File: src/rtl/traffic_phase_controller_pkg.sv
// Shared types for the traffic phase controller.
//   CounterSignal : 32-bit cycle/packet counter type
//   TPCConfig     : run lengths (warm-up, measurement, drain timeout)
//   TPCState      : controller state encoding
//   sat_inc       : increment that holds at all-ones
package traffic_phase_controller_pkg;

    localparam int unsigned COUNTER_W = 32;

    typedef logic [COUNTER_W-1:0] CounterSignal;

    typedef struct packed {
        CounterSignal warmup_cycles;
        CounterSignal measure_cycles;
        CounterSignal drain_timeout;
    } TPCConfig;

    typedef enum logic [2:0] {
        IDLE    = 3'd0,
        WARMUP  = 3'd1,
        MEASURE = 3'd2,
        DRAIN   = 3'd3,
        DONE    = 3'd4
    } TPCState;

    function automatic CounterSignal sat_inc(input CounterSignal v);
        return (v == '1) ? v : v + 32'd1;
    endfunction

endpackage

File: src/rtl/traffic_phase_controller_counter.sv
// Saturating up/down counter used for the outstanding-packet count.
// Ports:
//   clk, reset : clock, synchronous active-high reset
//   inc, dec   : one-step up / down request; both or neither leaves value unchanged
//   clear      : forces value to zero, takes priority over inc/dec
//   value      : registered count
//   overflow   : this cycle's increment was blocked at all-ones (combinational)
//   underflow  : this cycle's decrement was blocked at zero (combinational)
module saturating_updown_counter #(
    parameter int unsigned WIDTH = 32
) (
    input  logic             clk,
    input  logic             reset,
    input  logic             inc,
    input  logic             dec,
    input  logic             clear,
    output logic [WIDTH-1:0] value,
    output logic             overflow,
    output logic             underflow
);

    localparam logic [WIDTH-1:0] ONE = {{(WIDTH-1){1'b0}}, 1'b1};

    logic [WIDTH-1:0] value_q, value_d;

    always_comb begin
        value_d   = value_q;
        overflow  = 1'b0;
        underflow = 1'b0;
        if (clear) begin
            value_d = '0;
        end else if (inc && !dec) begin
            if (value_q == '1) overflow = 1'b1;
            else               value_d  = value_q + ONE;
        end else if (dec && !inc) begin
            if (value_q == '0) underflow = 1'b1;
            else               value_d   = value_q - ONE;
        end
    end

    always_ff @(posedge clk) begin
        if (reset) value_q <= '0;
        else       value_q <= value_d;
    end

    assign value = value_q;

endmodule

File: src/rtl/traffic_phase_controller.sv
// Traffic phase controller: sequences a PIFO run through warm-up,
// measurement and drain, tracking packets still held in the PIFO.
// Optional feature macro: TPC_DRAIN_TIMEOUT_EN (drain ends after
// drain_timeout cycles even with packets outstanding).
// Ports:
//   clk, reset        : clock, synchronous active-high reset
//   i__config         : run lengths, stable between start and done
//   i__start          : pulse, begins a run from IDLE or DONE
//   i__enqueue        : packet accepted by the PIFO this cycle
//   i__dequeue        : packet left the PIFO this cycle
//   o__inject_phase   : generators may inject (WARMUP, MEASURE)
//   o__receive_phase  : receiver may dequeue (WARMUP, MEASURE, DRAIN)
//   o__measure_phase  : statistics window open (MEASURE)
//   o__phase_count    : cycles elapsed in the current phase
//   o__outstanding    : packets currently in the PIFO
//   o__done           : run complete
//   o__timeout        : drain ended by timeout (sticky until next start)
//   o__error          : outstanding counter saturated (sticky until next start)
//
// state   | meaning
// IDLE    | after reset, waiting for start
// WARMUP  | injecting, statistics closed
// MEASURE | injecting, statistics window open
// DRAIN   | no injection, waiting for the PIFO to empty
// DONE    | run complete, phase_count frozen
module traffic_phase_controller
    import traffic_phase_controller_pkg::*;
(
    input  logic         clk,
    input  logic         reset,
    input  TPCConfig     i__config,
    input  logic         i__start,
    input  logic         i__enqueue,
    input  logic         i__dequeue,
    output logic         o__inject_phase,
    output logic         o__receive_phase,
    output logic         o__measure_phase,
    output CounterSignal o__phase_count,
    output CounterSignal o__outstanding,
    output logic         o__done,
    output logic         o__timeout,
    output logic         o__error
);

    TPCState      state_q, state_d;
    CounterSignal phase_count_q, phase_count_d;
    logic         error_q, error_d;
    logic         timeout_q, timeout_d;
    logic         start_run;
    logic         cnt_ovf, cnt_udf;
    CounterSignal outstanding;

    assign start_run = i__start && ((state_q == IDLE) || (state_q == DONE));

    saturating_updown_counter #(
        .WIDTH (COUNTER_W)
    ) u_outstanding (
        .clk       (clk),
        .reset     (reset),
        .inc       (i__enqueue),
        .dec       (i__dequeue),
        .clear     (start_run),
        .value     (outstanding),
        .overflow  (cnt_ovf),
        .underflow (cnt_udf)
    );

    always_comb begin
        state_d       = state_q;
        phase_count_d = phase_count_q;
        timeout_d     = timeout_q;
        error_d       = error_q | cnt_ovf | cnt_udf;
        case (state_q)
            IDLE, DONE: begin
                if (i__start) begin
                    phase_count_d = '0;
                    timeout_d     = 1'b0;
                    error_d       = 1'b0;
                    if (i__config.warmup_cycles != '0)       state_d = WARMUP;
                    else if (i__config.measure_cycles != '0) state_d = MEASURE;
                    else                                     state_d = DRAIN;
                end
            end
            WARMUP: begin
                if (phase_count_q == i__config.warmup_cycles - 32'd1) begin
                    phase_count_d = '0;
                    state_d = (i__config.measure_cycles != '0) ? MEASURE : DRAIN;
                end else begin
                    phase_count_d = sat_inc(phase_count_q);
                end
            end
            MEASURE: begin
                if (phase_count_q == i__config.measure_cycles - 32'd1) begin
                    phase_count_d = '0;
                    state_d       = DRAIN;
                end else begin
                    phase_count_d = sat_inc(phase_count_q);
                end
            end
            DRAIN: begin
                // The exit cycle still counts, so DONE shows the drain length.
                phase_count_d = sat_inc(phase_count_q);
                if (outstanding == '0) begin
                    state_d = DONE;
                end
`ifdef TPC_DRAIN_TIMEOUT_EN
                else if ((i__config.drain_timeout != '0) &&
                         (phase_count_q == i__config.drain_timeout - 32'd1)) begin
                    state_d   = DONE;
                    timeout_d = 1'b1;
                end
`endif
            end
            default: state_d = IDLE;
        endcase
    end

    always_ff @(posedge clk) begin
        if (reset) begin
            state_q       <= IDLE;
            phase_count_q <= '0;
            error_q       <= 1'b0;
            timeout_q     <= 1'b0;
        end else begin
            state_q       <= state_d;
            phase_count_q <= phase_count_d;
            error_q       <= error_d;
            timeout_q     <= timeout_d;
        end
    end

    assign o__inject_phase  = (state_q == WARMUP) || (state_q == MEASURE);
    assign o__receive_phase = (state_q == WARMUP) || (state_q == MEASURE) || (state_q == DRAIN);
    assign o__measure_phase = (state_q == MEASURE);
    assign o__done          = (state_q == DONE);
    assign o__phase_count   = phase_count_q;
    assign o__outstanding   = outstanding;
    assign o__error         = error_q;

`ifdef TPC_DRAIN_TIMEOUT_EN
    assign o__timeout = timeout_q;
`else
    logic unused_drain_timeout;
    logic unused_timeout_q;
    assign unused_drain_timeout = ^i__config.drain_timeout;
    assign unused_timeout_q     = timeout_q;
    assign o__timeout           = 1'b0;
`endif

endmodule

File: config.mk
export PLATFORM = sky130hd
export DESIGN_NAME = traffic_phase_controller
export DESIGN_NICKNAME = d
export VERILOG_FILES = /design/src/rtl/traffic_phase_controller_pkg.sv /design/src/rtl/traffic_phase_controller_counter.sv /design/src/rtl/traffic_phase_controller.sv
export SDC_FILE = /design/constraint.sdc
export NUM_CORES = 1
export LEC_CHECK = 0
export BUFFER_PORTS_ARGS = -buffer_cell sky130_fd_sc_hd__clkbuf_2
export CORE_MARGIN = 3
export CORE_UTILIZATION = 60
export CTS_CLUSTER_DIAMETER = 150
export DETAILED_ROUTE_END_ITERATION = 6
export PLACE_DENSITY = 0.91
export SLEW_MARGIN = 25
export SYNTH_ARGS = -nofsm -noshare
export SYNTH_HDL_FRONTEND = slang
export SYNTH_HIERARCHICAL = 1
export SYNTH_SLANG_ARGS = --single-unit
export TNS_END_PERCENT = 1
File: constraint.sdc
create_clock -name clk -period 10 [get_ports clk]
set_clock_uncertainty 0.15 [all_clocks]
set_input_delay 0 -clock clk [delete_from_list [all_inputs] [get_ports clk]]
set_output_delay 0 -clock clk [all_outputs]
set_load 0.005 [all_outputs]
==> impl_metrics.json <==
{
  "synth-compound-area-share": 0.244,
  "r2r_start": "o__phase_count[23]",
  "p_sw_w": 0.000797,
  "synth_mux_area_frac": 0.0179,
  "cts_tree": "built",
  "overflow": 0,
  "crit_end": "o__phase_count[15]",
  "synth-xor-area-share": 0.115,
  "status": "complete, but fails checks",
  "initialDrtViolationCount": 1135,
  "grt_pass1_wl_microns": 36200,
  "p_int_w": 0.000958,
  "startpoint_type": "primary input",
  "total_power_w": 0.00175,
  "seqPwrFrac": 0.244,
  "wl_per_cell_microns": 17.9,
  "cp-startpoint": "i__config[64]",
  "r2r_cells": 11,
  "ys_warn_count": 6,
  "dominantRegCellSynth": "dfxtp_1",
  "setup_violations": 0,
  "preCtsSetupSlack_ns": 5.71,
  "synthSimpleGateAreaFrac": 0.322,
  "switching_share": 0.454,
  "rsz0062_at_grt": "false",
  "yosysSeqAreaShare": 0.180,
  "period_needed_ns": 4.16,
  "dp_cells": 1268,
  "finalHoldViolations": 0,
  "crit_fanout": 53,
  "rows": 40,
  "p_comb_frac": 0.553,
  "nNetsFinal": 1254,
  "die_y_microns": 118,
  "synthTopCellsByCount": "nand2_1, dfxtp_1, xnor2_1",
  "clockPowerShare": 0.203,
  "critPathKind": "primary input to register",
  "clock-sinks": 68,
  "grt_max_degree": 54,
  "hp-class": "primary input to register",
  "p_per_area_nw_per_um2": 205,
  "synthTopCellsByArea": "dfxtp_1, xnor2_1, ha_1",
  "syn2layout_area_growth_pct": 13.2,
  "die_area_sq_um": 14000,
  "fin_tns_setup_ns": 0,
  "diodes": 0,
  "maxCapViolCount": 0,
  "synthesis.instances": 1032,
  "cts.clk_slew.worst_paths_ns": 0.06,
  "timing.slew.headroom": 0.284,
  "final_antenna_net_count": 0,
  "clk_latency_ns": 0.35,
  "final_cells": 1287,
  "netlist_area_sq_um": 7570,
  "synth_top_family_by_area": "simple AND/OR/NAND/NOR gates",
  "synth_nets": 1172,
  "antenna_found_initial": 0,
  "clock.fmax_ghz": 0.241,
  "r2r_slack_ns": 6.05,
  "p_leak_nw": 3.48,
  "avgSynthCellArea_sq_um": 7.33,
  "yosysUniqueCellTypes": 80,
  "start_util": 0.622,
  "firstDrtPassIters": 7,
  "viasPerCell": 6.74,
  "ys_seq_elements": 68,
  "cts_buffer_depth": 2,
  "clockRootBuffer": "clkbuf_16",
  "yosysTopAreaCellShare": 0.180,
  "cp.required_ns": 10.09,
  "cp.arrival_ns": 4.24,
  "core_area_sq_um": 12200,
  "gp_congestion": 1.01,
  "ys_async_sr_fraction": 0,
  "wl_microns": 23100,
  "cp-end-kind": "register",
  "whs_ns": 0.0201,
  "grt_use_total": 0.309,
  "peakVddDrop_uv": 112,
  "grt_pass1_vias": 7382,
  "synth_edf_count": 0,
  "drc": 1,
  "violations": "design-rule violations",
  "port_buffers": 137,
  "htreeDepth": 3,
  "timing.rr.end": "o__phase_count[15]",
  "drive_above_1_share": 0.173,
  "die_width_microns": 118,
  "vias": 8674,
  "yosysMostFrequentCell": "nand2_1",
  "yosys.area.top_type": "dfxtp_1",
  "setup_ws_ns": 5.84,
  "synthAdderAreaFrac": 0.0655,
  "dpl.hpwl_microns": 17100,
  "ioPinCount": 171,
  "fin_crit_sh": 0.416,
  "slew_viol_final": 0,
  "worst_pin_slew_ns": 1.07,
  "cts_made_buffers": 9
}
-- per-stage QoR --
stage	utilization	cell area [sq um]
after floorplan	-	7570
after global placement	0.675	8210
after detailed placement	0.675	8210
after CTS	0.705	8570
after global routing	0.705	8570
final	0.705	8570
-- layout by cell type, fill, tap and decap left out, types with 6 or more instances in the layout --
| cell | count |
|---|---|
| a211oi_1 | 6 |
| a21o_1 | 24 |
| a21oi_1 | 60 |
| a22o_1 | 12 |
| a31oi_1 | 33 |
| and2_1 | 7 |
| and3_1 | 18 |
| clkbuf_16 | 9 |
| clkbuf_2 | 137 |
| dfxtp_1 | 68 |
| ha_1 | 38 |
| inv_1 | 32 |
| mux2i_1 | 9 |
| nand2_1 | 85 |
| nand2b_1 | 9 |
| nand3_1 | 50 |
| nand4_1 | 29 |
| nor2_1 | 64 |
| nor2b_1 | 10 |
| nor3_1 | 34 |
| nor3b_1 | 6 |
| nor4_1 | 49 |
| o21a_1 | 6 |
| o21ai_0 | 39 |
| o31a_1 | 7 |
| o31ai_1 | 9 |
| or2_2 | 6 |
| or3_1 | 24 |
| or4_1 | 21 |
| xnor2_1 | 65 |
| xor2_1 | 34 |
-- layer usage --
layer | GRT usage | vias to the layer above | routed length, microns
li1 | - | 4058 | -
met3 | 0.0627 | 73 | 2500
met2 | 0.488 | 567 | 10400
met1 | 0.425 | 3976 | 9580
met4 | 0.0938 | 0 | 637
met5 | 0 | - | 0
-- repair_timing --
item / in CTS / in global routing
hold endpoints to repair: 4 / 0
hold buffers: 3 / 0
gates resized for setup: 0 / 0
setup buffers: 0 / 0
-- power groups by stage --
stage               logic (W)  registers, W  clock network, W
floorplan            0.000721      0.000395                 0
global placement     0.000902      0.000427                 0
detailed placement   0.000931      0.000430                 0
CTS                  0.000946      0.000424          0.000357
global route          0.00105      0.000435          0.000369
finish               0.000970      0.000428          0.000356
-- worst min-delay path by stage --
stage                     cells past startpoint    endpoint          start
after CTS                                     5  state_q[0]  i__config[95]
after floorplan                               1  state_q[2]          reset
after global placement                        2  state_q[2]          reset
after global routing                          5  state_q[0]  i__config[95]
after detailed placement                      2  state_q[2]          reset
final                                         5  state_q[0]  i__config[95]
-- worst max-delay path, stage by stage --
cell and delay [ns]:
clkbuf_2 0.12, or4_1 0.70, nor4_1 0.73, mux2_2 0.41, or3_1 0.37, nor4_1 0.50, o2111ai_1 0.25, o21ai_2 0.28
a21oi_4 0.08, buf_4 0.30, and3_1 0.23, a221o_1 0.25
-- flip-flops by register name, indices dropped and copies added (netlist names) --
name                 flops
state_q                  3
o__phase_count          32
o__error                 1
u_outstanding/value     32
-- cell type report --
| type | instances | area (sq um) |
|---|---|---|
| clock buffer | 11 | 243 |
| clock inverter | 5 | 85.1 |
| fill | 980 | 3590 |
| inverter | 32 | 120 |
| multi-input combinational | 859 | 5800 |
| sequential | 68 | 1360 |
| tap | 168 | 210 |
| timing repair buffer | 144 | 746 |
-- kinds of logic (layout without fill, tap and decap cells) --
group                      Yosys count  in the layout
and+or+nand+nor                    444            444
DFF                                 68             68
AOI/OAI and AO/OA                  263            263
muxes                               13             13
adders and majority gates           39             39
xor gates and xnor gates            99             99
other                                1              1
buffers and inverters              105            192
Power figures use the tool's default switching activity.
